<file path="config.mk">
export PLATFORM = sky130hd
export DESIGN_NAME = layer_data_ram_controller
export DESIGN_NICKNAME = d
export VERILOG_FILES = /design/src/rtl/layer_data_ram_controller.sv
export SDC_FILE = /design/constraint.sdc
export NUM_CORES = 1
export LEC_CHECK = 0
export ABC_AREA = 1
export BUFFER_PORTS_ARGS = -buffer_cell sky130_fd_sc_hd__buf_4
export CAP_MARGIN = 20
export CORE_ASPECT_RATIO = 0.7
export CORE_MARGIN = 3
export CORE_UTILIZATION = 33
export DETAILED_ROUTE_END_ITERATION = 8
export SYNTH_ARGS = -nofsm -noshare
export SYNTH_HDL_FRONTEND = slang
export SYNTH_SLANG_ARGS = --single-unit
</file>
<file path="constraint.sdc">
create_clock -name clk -period 3.77 [get_ports clk]
set_clock_uncertainty 0.1 [all_clocks]
set_input_delay 1.131 -clock clk [delete_from_list [all_inputs] [get_ports clk]]
set_output_delay 1.131 -clock clk [all_outputs]
set_load 0.03 [all_outputs]
</file>
<file path="src/rtl/layer_data_ram_controller.sv">
// ---------------------------------------------------------------------------
// layer_data_ram_controller
//
// Sole initiator of the layer-data block RAM. It sits between the neuron
// datapath and the RAM and serialises every access:
//   - Write side: after i_wr_start, each i_wr_valid beat becomes one RAM write
//     to the next sequential node address of the latched layer.
//   - Read side: after i_rd_start, requests every node of the latched layer on
//     consecutive cycles and forwards the returned data as a stream. The final
//     node carries o_rd_last and o_rd_done.
//
// Ports:
//   clk, rst                  clock (rising edge), async active-high reset
//   i_wr_start / i_wr_layer   start a layer write, target layer
//   i_wr_valid / i_wr_data    node value stream to be written
//   i_rd_start / i_rd_layer   start a layer read, source layer
//   o_busy                    controller not idle
//   o_wr_done                 pulse with the final write request
//   o_rd_valid/addr/data      forwarded read stream
//   o_rd_last, o_rd_done      mark the final node of the read
//   o_ram_*                   RAM request (enable, rw_select 1=read, layer, addr, data)
//   i_ram_*                   RAM read response (1-cycle latency)
//
// Every output is a register.
// ---------------------------------------------------------------------------
module layer_data_ram_controller #(
    parameter int DATA_WIDTH                    = 32,
    parameter int LAYER_WIDTH                   = 2,
    parameter int NUMBER_OF_INPUT_NODE          = 2,
    parameter int NUMBER_OF_HIDDEN_NODE_LAYER_1 = 32,
    parameter int NUMBER_OF_HIDDEN_NODE_LAYER_2 = 32,
    parameter int NUMBER_OF_OUTPUT_NODE         = 3,
    localparam int ADDR_WIDTH = $clog2(NUMBER_OF_HIDDEN_NODE_LAYER_1)
) (
    input  logic                   clk,
    input  logic                   rst,

    input  logic                   i_wr_start,
    input  logic [LAYER_WIDTH-1:0] i_wr_layer,
    input  logic                   i_wr_valid,
    input  logic [DATA_WIDTH-1:0]  i_wr_data,

    input  logic                   i_rd_start,
    input  logic [LAYER_WIDTH-1:0] i_rd_layer,

    output logic                   o_busy,
    output logic                   o_wr_done,
    output logic                   o_rd_valid,
    output logic [ADDR_WIDTH-1:0]  o_rd_addr,
    output logic [DATA_WIDTH-1:0]  o_rd_data,
    output logic                   o_rd_last,
    output logic                   o_rd_done,

    output logic                   o_ram_enable,
    output logic                   o_ram_rw_select,
    output logic [LAYER_WIDTH-1:0] o_ram_layer,
    output logic [ADDR_WIDTH-1:0]  o_ram_addr,
    output logic [DATA_WIDTH-1:0]  o_ram_data,

    input  logic                   i_ram_valid,
    input  logic [LAYER_WIDTH-1:0] i_ram_layer,
    input  logic [ADDR_WIDTH-1:0]  i_ram_addr,
    input  logic [DATA_WIDTH-1:0]  i_ram_data
);

    typedef enum logic [1:0] {
        StIdle,
        StWrite,
        StReadIssue,
        StReadWait
    } state_e;

    state_e                 state_q;
    logic [LAYER_WIDTH-1:0] layer_q;
    logic [ADDR_WIDTH-1:0]  wr_cnt_q;   // address of the next write
    logic [ADDR_WIDTH-1:0]  rd_cnt_q;   // address of the next read request
    logic [ADDR_WIDTH-1:0]  last_addr;  // N-1 of the latched layer
    logic                   rsp_accept;

    // Highest node address of a layer (node count minus one).
    function automatic logic [ADDR_WIDTH-1:0] layer_last_addr(
        input logic [LAYER_WIDTH-1:0] layer
    );
        logic [ADDR_WIDTH-1:0] result;
        case (layer)
            LAYER_WIDTH'(0): result = ADDR_WIDTH'(NUMBER_OF_INPUT_NODE - 1);
            LAYER_WIDTH'(1): result = ADDR_WIDTH'(NUMBER_OF_HIDDEN_NODE_LAYER_1 - 1);
            LAYER_WIDTH'(2): result = ADDR_WIDTH'(NUMBER_OF_HIDDEN_NODE_LAYER_2 - 1);
            default:         result = ADDR_WIDTH'(NUMBER_OF_OUTPUT_NODE - 1);
        endcase
        return result;
    endfunction

    always_comb begin
        last_addr  = layer_last_addr(layer_q);
        // Only responses for the layer being read, and only while a read is
        // in flight, are forwarded; everything else is dropped silently.
        rsp_accept = ((state_q == StReadIssue) || (state_q == StReadWait)) &&
                     i_ram_valid && (i_ram_layer == layer_q);
    end

    always_ff @(posedge clk or posedge rst) begin
        if (rst) begin
            state_q         <= StIdle;
            layer_q         <= '0;
            wr_cnt_q        <= '0;
            rd_cnt_q        <= '0;
            o_busy          <= 1'b0;
            o_wr_done       <= 1'b0;
            o_rd_valid      <= 1'b0;
            o_rd_addr       <= '0;
            o_rd_data       <= '0;
            o_rd_last       <= 1'b0;
            o_rd_done       <= 1'b0;
            o_ram_enable    <= 1'b0;
            o_ram_rw_select <= 1'b0;
            o_ram_layer     <= '0;
            o_ram_addr      <= '0;
            o_ram_data      <= '0;
        end else begin
            // Pulse-style outputs default low every cycle.
            o_wr_done    <= 1'b0;
            o_rd_valid   <= 1'b0;
            o_rd_last    <= 1'b0;
            o_rd_done    <= 1'b0;
            o_ram_enable <= 1'b0;

            case (state_q)
                StIdle: begin
                    // Write has priority; a simultaneous read start is lost.
                    if (i_wr_start) begin
                        state_q  <= StWrite;
                        layer_q  <= i_wr_layer;
                        wr_cnt_q <= '0;
                        o_busy   <= 1'b1;
                    end else if (i_rd_start) begin
                        // Address 0 goes out straight away so the request
                        // lands in the cycle after the start pulse.
                        layer_q         <= i_rd_layer;
                        o_busy          <= 1'b1;
                        o_ram_enable    <= 1'b1;
                        o_ram_rw_select <= 1'b1;
                        o_ram_layer     <= i_rd_layer;
                        o_ram_addr      <= '0;
                        o_ram_data      <= '0;
                        if (layer_last_addr(i_rd_layer) == '0) begin
                            rd_cnt_q <= '0;
                            state_q  <= StReadWait;
                        end else begin
                            rd_cnt_q <= ADDR_WIDTH'(1);
                            state_q  <= StReadIssue;
                        end
                    end
                end

                StWrite: begin
                    if (i_wr_valid) begin
                        o_ram_enable    <= 1'b1;
                        o_ram_rw_select <= 1'b0;
                        o_ram_layer     <= layer_q;
                        o_ram_addr      <= wr_cnt_q;
                        o_ram_data      <= i_wr_data;
                        if (wr_cnt_q == last_addr) begin
                            o_wr_done <= 1'b1;
                            o_busy    <= 1'b0;
                            state_q   <= StIdle;
                        end else begin
                            wr_cnt_q <= wr_cnt_q + ADDR_WIDTH'(1);
                        end
                    end
                end

                StReadIssue: begin
                    o_ram_enable    <= 1'b1;
                    o_ram_rw_select <= 1'b1;
                    o_ram_layer     <= layer_q;
                    o_ram_addr      <= rd_cnt_q;
                    o_ram_data      <= '0;
                    // Counter parks at N-1; it never wraps.
                    if (rd_cnt_q == last_addr) begin
                        state_q <= StReadWait;
                    end else begin
                        rd_cnt_q <= rd_cnt_q + ADDR_WIDTH'(1);
                    end
                end

                StReadWait: begin
                    // All requests issued; only responses matter here.
                end

                default: begin
                    state_q <= StIdle;
                    o_busy  <= 1'b0;
                end
            endcase

            // Response forwarding overrides the state update above when the
            // final node comes back, ending the read in the same cycle.
            if (rsp_accept) begin
                o_rd_valid <= 1'b1;
                o_rd_addr  <= i_ram_addr;
                o_rd_data  <= i_ram_data;
                if (i_ram_addr == last_addr) begin
                    o_rd_last    <= 1'b1;
                    o_rd_done    <= 1'b1;
                    o_busy       <= 1'b0;
                    o_ram_enable <= 1'b0;
                    state_q      <= StIdle;
                end
            end
        end
    end

endmodule

</file>
# --- Word-level counts from Yosys, hierarchy flattened ---
# Cells that the tools add are included.
op_classes:
  addsub: 2
  n_eq_ne: 17
  muxes: 59
  n_reduce_logical: 17
ops:
  columns: ["op", "count"]
  rows:
  - ["32-bit 2-to-1 mux", 3]
  - ["32-bit case mux with 3 select lines", 1]
  - ["5-bit 2-to-1 mux", 12]
  - ["5-bit case mux with 2 select lines", 4]
  - ["1-bit 2-to-1 mux", 22]
  - ["2-bit 2-to-1 mux", 11]
  - ["5-bit == test", 3]
  - ["5-bit case mux with 3 select lines", 1]
  - ["2-bit inequality test (second input constant)", 6]
  - ["2-bit case mux with 3 select lines", 2]
  - ["4-bit AND reduction", 3]
  - ["5-bit by 1-bit adder with 5-bit output (second input constant)", 2]
  - ["2-bit == test (second input constant)", 4]
  - ["2-bit by 1-bit == test with 1-bit output (second input constant)", 3]
  - ["2-bit logical NOT", 3]
  - ["1-bit case mux with 3 select lines", 2]
  - ["2-bit nonzero test", 3]
  - ["5-bit logical NOT", 1]
  - ["2-bit OR reduction", 2]
  - ["3-bit nonzero test", 1]
  - ["2-bit == test", 1]
  - ["1-bit logical AND", 2]
  - ["1-bit case mux with 2 select lines", 1]
  - ["2-bit AND reduction", 1]
  - ["1-bit logical OR", 1]
totals:
  reg_bits: 96
  inputBits: 81
  word_cells: 110

# --- Longest topological paths before layout ---
logic_depth:
  depth_word: 13
  depth_mapped: 11

# --- Worst setup path before layout ---
# No wires, ideal clock.
synth_timing:
  path_kind: "input to register"
  startpoint: "input i_rd_start"
  endpoint: "register o_ram_rw_select"
  setup_time_ps: 136
  arrival_ps: 1770
  required_ps: 3534
  path_slack_ps: 1764
  cell_stages: 5
  n_path_buf: 2
  path_cell_list: "or2_4 > nand3_4 > buf_8 > buf_12 > o21ai_0"
synth_via:
  elab_chain_cells: 2
synth_rtl:
  columns: ["element", "line", "source"]
  rows:
  - ["from (decl)", "43", "input logic i_rd_start,"]
  - ["2-bit inequality test (no source line)", null, null]
  - ["4-bit AND reduction (no source line)", null, null]
  - ["to (signal assigned)", "116", "o_ram_rw_select <= 1'b0;"]
  - ["to (signal assigned)", "142", "o_ram_rw_select <= 1'b1;"]
  - ["to (signal assigned)", "159", "o_ram_rw_select <= 1'b0;"]
  - ["to (decl)", "55", "output logic o_ram_rw_select,"]
# No other way between the ends.
# A chain may end at the register's enable or synchronous reset.

# --- Worst setup path after layout ---
layout_timing:
  startpoint: "register state_q[0]"
  endpoint: "register o_ram_addr[2]"
layout_via:
  elab_chain_cells: 3
layout_rtl:
  columns: ["element", "line", "source"]
  rows:
  - ["from (decl)", "73", "state_e state_q;"]
  - ["from (signal assigned)", "104", "state_q <= StIdle;"]
  - ["from (signal assigned)", "132", "state_q <= StWrite;"]
  - ["from (signal assigned)", "148", "state_q <= StReadWait;"]
  - ["2-bit by 1-bit == test with 1-bit output, or another cell as far along", "128", "case (state_q)"]
  - ["2-bit inequality test (no source line) or 3-bit nonzero test (tied branches)", null, null]
  - ["4-bit AND reduction (no source line)", null, null]
  - ["to (signal assigned)", "161", "o_ram_addr <= wr_cnt_q;"]
  - ["to (signal assigned)", "177", "o_ram_addr <= rd_cnt_q;"]
  - ["to (decl)", "57", "output logic [ADDR_WIDTH-1:0] o_ram_addr,"]
# Parallel ways exist; a longest one is shown, timed or not.

==> reports/results.txt <==
# fillers - 1,242
PortBufs - 163
Die ar. - 0.01501 mm2
FFs w/ async S/R, synth - 100.0%
Least-Margin Pin Slew - 0.8474 ns
Commonest cells in the netlist - nand2_1 (198), dfrtp_1 (96), o21ai_0 (53), nand3_1 (49), inv_1 (29)
Postcts setup bufs - 0
Multi-input gate area - 0.001758 mm2
CP Data Required Time - 3.94 ns
Synth warnings - 0
Drt wl/cell - 14.24 um
CTS Buf Count - 9
Pleak - 0.003320 uW
Final core utilization - 47.10%
Crit start category - flip-flop
Status - finished clean
CTS Hold Bufs - 0
Post-route cell area - 0.006051 mm2
TritonCTS Sinks - 96
Unrepaired setup endpoints after global routing - false
Die W - 145.2 um
Syn nets - 614
Max-slew violations - 0
Clk slew on worst S/H paths - 0.07 ns
Final antenna-violating net count - 0
Flops & latches, synth - 96
Post-synth top flop - dfrtp_1
Vias per Instance - 4.713
GR Overflow Total - 0
Starting Density - 34.82%
IO Pins - 164
Register area - 0.002402 mm2
Worst VDD drop - 0.2742 mV
Pre-Repair DR Iteration Count - 5
Residual DRC - 0
Data arrival, critical path - 2.60 ns
First-pass GRT wire length - 19.52 mm
Slowest cell on crit path - nor2_8
Max Cap Viol - 0
Count leader, synth - nand2_1
Top achievable clock speed - 412.1 MHz
DR vias - 4,044
Clock tree buffer depth - 2
Min Tclk post-route - 2.426 ns
CP Max Fanout - 41
GRT Resource Usage Total - 16.25%
Ratio of cells with drive above 1 in the final layout - 28.91%
RePlAce Congestion - 0.7923
Hold EP - o_rd_data[21]
Crit Path Class - reg -> reg
Final net count - 764
WP buf/inv - 2
Cells after Synth - 523
CTS tree - yes
Max stage delay on crit path - 0.58 ns
Post-DP HPWL - 8.851 mm
Worst min-delay path class - reg -> reg
Cell variety after synth - 35
Root cell of the clock tree - clkbuf_16
Synthesized area per cell - 8.553 um2
Total Wirelength - 12.22 mm
Initial antenna violation count - 0
Most area-hungry cell type in the Yosys netlist - dfrtp_1
Stages on the worst setup path - 8
Post-place instance area - 0.005769 mm2
Die Y - 103.4 um
Area contributors post-synth - dfrtp_1 (54%), nand2_1 (17%), o21ai_0 (5.9%), nand3_1 (5.5%), ha_1 (2.8%)
Pin count of the biggest net entering global routing - 52
Worst Reg-to-Reg Cells - 8
Worst R2R Start - state_q[0]
EDFF count, synth - 0
Power per Cell Area - 822.1 mW/mm2
Final hold vios - 0
# diodes - 0
Flop2flop setup slack - 1.34 ns
Mapped Area - 0.004473 mm2
Overall Power - 4974 uW
Core area - 0.01285 mm2
Slew headroom - 43.37%
Critical Path, Cell by Cell - inv_1, ha_1, inv_2, or2_4, nand3_4, nor2_8, nand3_1, nand2_1
Final setup viols - 0
Post_cts resized - 0
Delay-heaviest family, CP - simple AND/OR/NAND/NOR gates
Worst r2r dst - o_ram_addr[2]
Worst hold start - o_rd_data[21]
First-iteration detailed-routing DRC count - 196
Worst skew pair latency - 0.34 ns
CTS HTree Levels - 3
Register area share after synthesis - 53.71%
Synth-to-Final Area Change - 35.27%
Part of the cycle the worst path needs - 64.36%
CP Capture Type - flip-flop
Top cell type's share of synthesized area - 53.71%
Setup TNS - 0 ns
Vias in the first global route - 3,711
Hold Path Cell Cnt - 2
Std-Cell Rows - 34
## layout by cell type, fill, tap and decap left out, types with 2 or more instances in the layout
master	instances
nand2_1	198
or2_2	2
clkinvlp_4	2
ha_1	10
buf_4	165
o21a_1	2
inv_2	2
o21ai_1	8
a22oi_1	2
nor2_1	15
nand4_1	2
inv_1	28
inv_4	2
nand3_1	49
o21ai_0	53
xor2_1	6
clkinv_2	2
o211ai_1	2
dfrtp_1	96
a21oi_1	7
xnor2_1	3
clkbuf_16	9
## flip-flops by register name (all words and copies together) (netlist names)
| register | cells |
|---|---|
| o_ram_layer | 2 |
| o_ram_rw_select | 1 |
| o_ram_enable | 1 |
| o_rd_data | 32 |
| o_rd_addr | 5 |
| o_ram_addr | 5 |
| o_ram_data | 32 |
| state_q | 2 |
| wr_cnt_q | 5 |
| rd_cnt_q | 5 |
| o_rd_valid | 1 |
| o_busy | 1 |
| layer_q | 2 |
| o_rd_done | 1 |
| o_wr_done | 1 |
## where the power goes
| part | internal [uW] | switching (uW) |
|---|---|---|
| Sequential | 1390 | 237 |
| Combinational | 841 | 1650 |
| Clock | 466 | 389 |
## per-stage QoR
step	hold slack, ns	worst slack (ns)	instances
5_1_grt	0.4049	1.018	858
3_5_place_dp	0.3697	0.9964	842
2_1_floorplan	0.3958	0.03363	523
3_3_place_gp	0.3627	1.034	842
4_1_cts	0.3876	1.324	858
6_report	0.3830	1.344	858
## worst register-to-register path, cell delays in order, from the launching register on
cell and delay, ns:
dfrtp_1 0.43, inv_1 0.15, ha_1 0.29, inv_2 0.09, or2_4 0.13, nand3_4 0.33, nor2_8 0.58, nand3_1 0.16
nand2_1 0.10
## cell families (layout without fill, tap and decap cells)
logic type	count (synthesis)	after routing	synth area share [%]
xor gates and xnor gates	9	9	1.762
DFF	96	96	53.71
and+or+nand+nor	274	274	25.93
adders and majority gates	10	10	2.797
buffers and inverters	59	214	6.993
AOI/OAI and AO/OA	75	75	8.811
## worst max path at each step
stage | from | endpoint | slack [ns]
after floorplan | rst | layer_q[0] | 0.03
after global placement | i_wr_start | o_ram_addr[0] | 1.03
after detailed placement | i_wr_start | o_ram_addr[0] | 1.0
after CTS | state_q[0] | o_ram_addr[0] | 1.32
after global routing | state_q[0] | o_ram_addr[0] | 1.02
final | state_q[0] | o_ram_addr[2] | 1.34
## layer usage
metal / global-route usage [%] / share of wire, % / vias to the layer above
met1: 23.58 / 48 / 1868
met3: 6.707 / 11 / 11
li1: - / - / 1972
met4: 3.793 / 0.76 / 0
met5: 0 / 0 / -
met2: 22.59 / 40 / 193
## area by class of cell
class,instances,area share [%]
clock inverter,6,0.7031
tap,180,3.722
inverter,32,2.068
multi-input combinational,368,29.05
sequential,96,39.70
timing repair buffer,166,20.80
clock buffer,10,3.950
No activity file was read; power rests on OpenSTA's default activity.
